`src/rtl/uart_rx_fifo.sv`:
```
// uart_rx_fifo: receive-side byte FIFO between uart_rx and the CPU read mux.
// Drains the receiver byte by byte into a circular buffer. Presents the
// oldest byte and status flags, and raises rts before the buffer fills.
//
// Optional feature macro: UART_RX_FIFO_OVERRUN_EN
//   defined   -> drop mode: bytes arriving while full are acked, discarded
//                and flagged in a sticky overrun bit.
//   undefined -> backpressure mode: no ack while full, overrun tied to 0.
//
// Ports:
//   clk, rst_n   clock, synchronous active-low reset
//   in_valid     receiver holds an unread byte
//   in_data      receiver byte
//   in_read      registered one-cycle ack pulse to the receiver
//   pop          CPU read strobe (rd_data is sampled in the same cycle)
//   rd_data      head byte, 0 when empty
//   not_empty    level != 0
//   full         level == DEPTH
//   level        occupancy count
//   rts          level >= RTS_LEVEL, asks the sender to pause
//   overrun      sticky overrun flag
//   clr_overrun  clears overrun (set wins on a coincident edge)
// The status byte built above this block is {5'b0, overrun, not_empty, tx_busy}.

module uart_rx_fifo #(
    parameter int unsigned DEPTH     = 4,
    parameter int unsigned RTS_LEVEL = 3
) (
    input  logic                     clk,
    input  logic                     rst_n,
    input  logic                     in_valid,
    input  logic [7:0]               in_data,
    output logic                     in_read,
    input  logic                     pop,
    output logic [7:0]               rd_data,
    output logic                     not_empty,
    output logic                     full,
    output logic [$clog2(DEPTH):0]   level,
    output logic                     rts,
    output logic                     overrun,
    input  logic                     clr_overrun
);

    localparam int unsigned AW = $clog2(DEPTH);
    localparam int unsigned LW = AW + 1;

    logic [7:0]    mem [DEPTH];
    logic [AW-1:0] wp;
    logic [AW-1:0] rp;

    logic capture_c;
    logic pop_c;
    logic drop_c;

    // Flags decoded from the registered level only.
    assign not_empty = (level != '0);
    assign full      = (level == LW'(DEPTH));
    assign rts       = (level >= LW'(RTS_LEVEL));
    assign rd_data   = not_empty ? mem[rp] : 8'h00;

    // The cycle with in_read high is a gap so the receiver can drop in_valid.
    assign capture_c = in_valid && !in_read && !full;
    assign pop_c     = pop && not_empty;

`ifdef UART_RX_FIFO_OVERRUN_EN
    assign drop_c = in_valid && !in_read && full;

    // Sticky overrun; a set on the same edge as a clear wins.
    always_ff @(posedge clk) begin
        if (!rst_n) begin
            overrun <= 1'b0;
        end else if (drop_c) begin
            overrun <= 1'b1;
        end else if (clr_overrun) begin
            overrun <= 1'b0;
        end
    end
`else
    logic unused_clr_overrun;

    assign drop_c             = 1'b0;
    assign overrun            = 1'b0;
    assign unused_clr_overrun = clr_overrun;
`endif

    // Storage is not reset; stale entries are hidden by level.
    always_ff @(posedge clk) begin
        if (capture_c) begin
            mem[wp] <= in_data;
        end
    end

    // Pointers, occupancy and receiver ack.
    always_ff @(posedge clk) begin
        if (!rst_n) begin
            wp      <= '0;
            rp      <= '0;
            level   <= '0;
            in_read <= 1'b0;
        end else begin
            in_read <= capture_c || drop_c;
            if (capture_c) begin
                wp <= wp + AW'(1);
            end
            if (pop_c) begin
                rp <= rp + AW'(1);
            end
            case ({capture_c, pop_c})
                2'b10:   level <= level + LW'(1);
                2'b01:   level <= level - LW'(1);
                default: level <= level;
            endcase
        end
    end

endmodule

```
`config.mk`:
```
export PLATFORM = sky130hd
export DESIGN_NAME = uart_rx_fifo
export DESIGN_NICKNAME = d
export VERILOG_FILES = /design/src/rtl/uart_rx_fifo.sv
export SDC_FILE = /design/constraint.sdc
export NUM_CORES = 1
export LEC_CHECK = 0
export CAP_MARGIN = 20
export CORE_MARGIN = 5
export CORE_UTILIZATION = 52
export DETAILED_ROUTE_END_ITERATION = 8
export GPL_TIMING_DRIVEN = 0
export PLACE_DENSITY = 0.83
export SYNTH_ARGS = -nofsm -noshare
export SYNTH_HDL_FRONTEND = slang
export SYNTH_SLANG_ARGS = --single-unit
```
`constraint.sdc`:
```
create_clock -name clk -period 2.3 [get_ports clk]
set_input_delay 0.46 -clock clk [delete_from_list [all_inputs] [get_ports clk]]
set_output_delay 0.46 -clock clk [all_outputs]
set_load 0.01 [all_outputs]
```
# Yosys cells after proc, flatten, opt, wreduce, memory -nomap -nowiden
# Memories as Yosys holds them, arrays and structs flattened. A register that Yosys moved wholly into a read port is not among the register bits.
# Cells that the tools add are included.
[word_totals]
regBits = 8
ram_bits = 32
inputBits = 13
out_inout_bits = 16
elab_cells = 26
memories = 1
[memory_table]
columns = ["memory", "words", "width", "read_ports", "rd_clocked_by_memory_dff", "wr", "line", "source"]
rows = [
  ["mem", 4, 8, 1, 1, 1, "47", "logic [7:0] mem [DEPTH];"],
]
[classes]
n_addsub = 4
magnitude_cmp = 1
eq_ne = 3
mux = 6
reduce_logical = 7
[op_table]
columns = ["op", "n"]
rows = [
  ["$mux W8", 1],
  ["$pmux W3 S2", 1],
  ["$add A2 B1 Y2 const B", 2],
  ["$mux W2", 2],
  ["$add A3 B1 Y3 const B", 1],
  ["$eq A3 B3 Y1 const B", 1],
  ["$ge A3 B2 Y1 const B", 1],
  ["$logic_and A1 B1 Y1", 3],
  ["$reduce_bool A3 Y1", 1],
  ["$sub A3 B1 Y3 const B", 1],
  ["$eq A2 B1 Y1 const B", 1],
  ["$eq A2 B2 Y1 const B", 1],
  ["$logic_not A1 Y1", 2],
  ["$mux W1", 2],
  ["$reduce_bool A2 Y1", 1],
]

# Depth between registers and ports, before layout
# Gate-level depths: netlist of the first run.
[logic_depth]
depth_word = 5
ltp_mapped = 9
ltp_nobuf = 9

# Worst setup path before layout of the first run
# Ideal clock, no wire load.
[synth_timing]
path_kind = "register -> register"
start = "register level[2]"
end = "register level[2]"
setup_time_ps = 76
arrival_time_ps = 2118
required_time_ps = 2224
path_slack_ps = 107
path_stages_with_launch = 10
n_path_buf = 0
period_less_slack_ps = 2193
path_cell_list = "dfxtp_1 -> nor3b_2 -> nor3b_4 -> inv_1 -> ha_1 -> inv_1 -> fa_1 -> xor2_1 -> or3_1 -> a21boi_0"
[synth_between]
elab_chain_len = 5
word_cells_on_any_way = 11
classes_between = "2 x add/sub; 3 x eq/ne; 1 x mux; 5 x reduce/logical"
[synth_lines]
columns = ["element", "line", "source"]
rows = [
  ["start, declared", "38", "output logic [$clog2(DEPTH):0] level,"],
  ["start signal, assigned", "109", "2'b10: level <= level + LW'(1);"],
  ["start signal, assigned", "110", "2'b01: level <= level - LW'(1);"],
  ["start signal, assigned", "111", "default: level <= level;"],
  ["$eq A3 B3 Y1 (*)", "57", "assign full = (level == LW'(DEPTH));"],
  ["named net full", "37", "output logic full,"],
  ["$logic_not A1 Y1 (*)", "62", "assign capture_c = in_valid && !in_read && !full;"],
  ["$logic_and A1 B1 Y1 (*)", "62", ""],
  ["$eq A2 B1 Y1 / $eq A2 B2 Y1 (equally long branches)", "108", "case ({capture_c, pop_c})"],
  ["$pmux W3 S2 / $reduce_bool A2 Y1 (equally long branches)", "n/a", ""],
]
# Mark *: on every way through the listed nets, which the timed path passes. The rest lies on a longest branch.
# A chain may end at the register's enable or synchronous reset.

# Worst setup path after layout of the first run
[layout_timing]
start = "register level[0]"
end = "output port not_empty"
[layout_between]
elab_chain_len = 1
[layout_lines]
columns = ["element", "line", "source"]
rows = [
  ["$reduce_bool A3 Y1", "56", "assign not_empty = (level != '0);"],
  ["end, declared", "36", "output logic not_empty,"],
]
# Every way passes these cells.

==> results of run 1 <==
==> per-stage QoR <==
step / hold slack [ps] / total power (W)
after floorplan: 461 / 0.00155
after global placement: 471 / 0.00191
after detailed placement: 495 / 0.00195
after CTS: 511 / 0.00229
after global routing: 547 / 0.00242
final: 507 / 0.00227
==> layout make-up <==
cell class | count | share of cell area
inverter | 7 | 0.0121
timing repair buffer | 31 | 0.122
multi-input combinational | 56 | 0.263
buffer | 5 | 0.0161
sequential | 42 | 0.537
clock buffer | 6 | 0.0190
tap | 46 | 0.0265
clock inverter | 2 | 0.00403
==> worst max path at each step <==
stage	endpoint	slack, ps
floorplan	level[2]	110
global placement	level[2]	-170
detailed placement	level[2]	-240
CTS	rd_data[5]	3
global route	not_empty	-0.002
finish	not_empty	90
==> placed cells by master (no fill, tap or decap), types with 3 or more instances in the layout <==
| cell type | n |
|---|---|
| clkbuf_4 | 5 |
| inv_1 | 7 |
| nand2_1 | 7 |
| clkbuf_2 | 7 |
| mux4_2 | 8 |
| and2_1 | 7 |
| buf_4 | 7 |
| nor2b_1 | 6 |
| edfxtp_1 | 32 |
| dfxtp_1 | 6 |
| ha_1 | 5 |
| dfxtp_2 | 3 |
| clkdlybuf4s50_1 | 18 |
| o21ai_0 | 4 |
==> registers in the layout, indices dropped and copies added (netlist names), named ones only <==
name	count
in_read	1
wp	2
mem	32
level	3
rp	2
==> metal layers <==
metal | wire, um | up-vias
met3 | 144 | 6
met4 | 74 | 0
li1 | - | 476
met5 | 0 | -
met1 | 1130 | 480
met2 | 1630 | 17
==> timing repair <==
action / in CTS / in global routing
resized for setup: 15 / 13
setup buffers: 5 / 0
pin swaps: 0 / 0
endpoints found under the setup margin: 8 / 8
==> power groups by stage <==
stage	Clock, W	Combinational [W]	Sequential, W
floorplan	0	0.000556	0.000999
global placement	0	0.000918	0.000994
detailed placement	0	0.000949	0.00100
CTS	0.000342	0.000956	0.000987
global route	0.000377	0.00102	0.00102
finish	0.000332	0.000928	0.00101
==> worst register-to-register path, stage by stage, from the launching register on <==
cell,delay (ps)
dfxtp_2,390
nor3b_4,270
nor3b_4,100
inv_1,80
ha_1,180
inv_1,60
fa_1,370
xor2_1,160
or3_1,310
a21boi_0,150
==> cells by family (layout without fill, tap and decap cells) <==
kind of cell / after synthesis / count (layout)
xor gates and xnor gates: 2 / 2
muxes: 10 / 10
AOI/OAI and AO/OA: 8 / 8
other: 1 / 1
and+or+nand+nor: 29 / 29
adders and majority gates: 6 / 6
DFF: 42 / 42
buffers and inverters: 12 / 51
==> impl_metrics.ini, run 1 <==
[detailed_routing]
finalWirelength_mm = 2.98
route.vias.total = 979
vias_per_cell = 5.02
first_pass_iters = 4
drt_iter0_drc = 55
drc = 0
wire_per_inst_um = 15.3
antenna_left = 0

[clock_tree]
cts_tree = done
cts_max_level = 2
clockBufferDepth = 2
cts.clk_slew.worst_paths_ps = 110
cts-root-buf = clkbuf_4
clock-sinks = 42
numCtsBuffers = 5
clkLatencyLatePin_ps = 350
cts_hold_buf = 0

[layout]
diodes = 0
drive_above_1_share = 0.262
multiInputGateArea_sq_um = 573
areaGrowthSynthToFinish_pct = 22.2
final_cells = 195
final_util = 0.652
regArea_sq_mm = 0.00117
fin_nets = 167
final_area_sq_mm = 0.00218
fillers = 255

[timing]
fin_ws_ps = 91.6
finalSetupViolations = 0
hold_viol = 0
skew_ps = 7.28
fin_crit_sh = 0.960
finalCriticalPeriod_ps = 2210
fmax_ghz = 0.453
setup_tns_ps = 0
slew_viol_final = 0

[synthesis]
synth_fa_ha_area_frac = 0.0464
muxShareOfSynthArea = 0.112
yosys.area_share.simple = 0.116
synthesis.nets = 129
syn-instance-count = 110
ys_ff_latch = 42
synthMostInstantiatedCell = edfxtp_1
synth-compound-area-share = 0.0267
syn_area_per_cell_sq_um = 16.2
synthTopCellsByCount = edfxtp_1 (32), dfxtp_1 (10), mux4_2 (8)
synth_top_cells_by_area = edfxtp_1 (54%), dfxtp_1 (11%), mux4_2 (10%)
yosysUniqueCellTypes = 28
syn-cell-area_sq_mm = 0.00178
synth-edff-count = 32
synth_seq_area_share = 0.652
synth_top_area_share = 0.540
async_flop_share = 0
ys_dominant_reg_cell = edfxtp_1
synthXorXnorAreaFrac = 0.00984
synth_top_family_by_area = simple AND/OR/NAND/NOR gates
yosys_warnings = 0
synth_area_leader_cell = edfxtp_1

[critical_path]
path_cells = nor3_4, buf_4, inv_1, clkdlybuf4s50_1
cp.required_ps = 1840
critical-path-top-delay-family = buffers and inverters
r2r_end = level[2]
critical_path_arrival_ps = 1750
end_kind = primary output
r2r_start = level[0]
r2r_cells = 9
crit_buf_inv = 3
cp_max_fo = 10
crit_path_start = level[0]
crit_path_start_kind = register
reg2reg_setup_slack_ps = 170
crit_path_max_incr_delay_ps = 470
cp.depth = 4
slowest_stage = clkdlybuf4s50_1
crit_type = reg2out

[global_route]
use_met2 = 0.273
top_usage_layer = met2
grt_use_met3 = 0.0389
use_met1 = 0.162
first_global_vias = 1044
grt_pass1_wl_mm = 4.84
grt_use_total = 0.153
grt_max_degree = 13
antenna_found_initial = 0
grt-ovfl-total = 0

[worst_hold_path]
hold_depth = 2
hold_path_class = reg2reg
hold_start = rp[1]
holdPathEnd = rp[1]

[place]
io_buffer_count = 26
dp.cells = 182
globalplace.congestion = 0.749
place_area_sq_mm = 0.00210
dp_slack_ps = -244

[power_and_ir_drop]
netSwitchingFraction = 0.318
peakVddDrop_mv = 0.438
combPwrFrac = 0.409
p_int_w = 0.00155
p_per_area_mw_per_mm2 = 1040
p_sw_w = 0.000721
pwr-share-seq = 0.444
p_leak_nw = 0.783
pwr-share-clk = 0.147

[flow_run]
cap_viol_max_count = 0

[die]
start_util = 0.534
io_pins = 29
die_w_um = 68.5
core-area_sq_mm = 0.00334
die_h_um = 68.5
rows = 21
die_area_sq_mm = 0.00469

[status]
status = complete, no violations
(Power assumes the default switching activity.)
==> run 2, diff against run 1 <==
--- a/config.mk
+++ b/config.mk
@@ -8,6 +8,7 @@
 export CAP_MARGIN = 20
 export CORE_MARGIN = 5
 export CORE_UTILIZATION = 52
+export CTS_CLUSTER_DIAMETER = 60
 export DETAILED_ROUTE_END_ITERATION = 8
 export GPL_TIMING_DRIVEN = 0
 export PLACE_DENSITY = 0.83
==> results of run 2 <==
No change in the layout: final DEF, timing and power equal those of run 1.
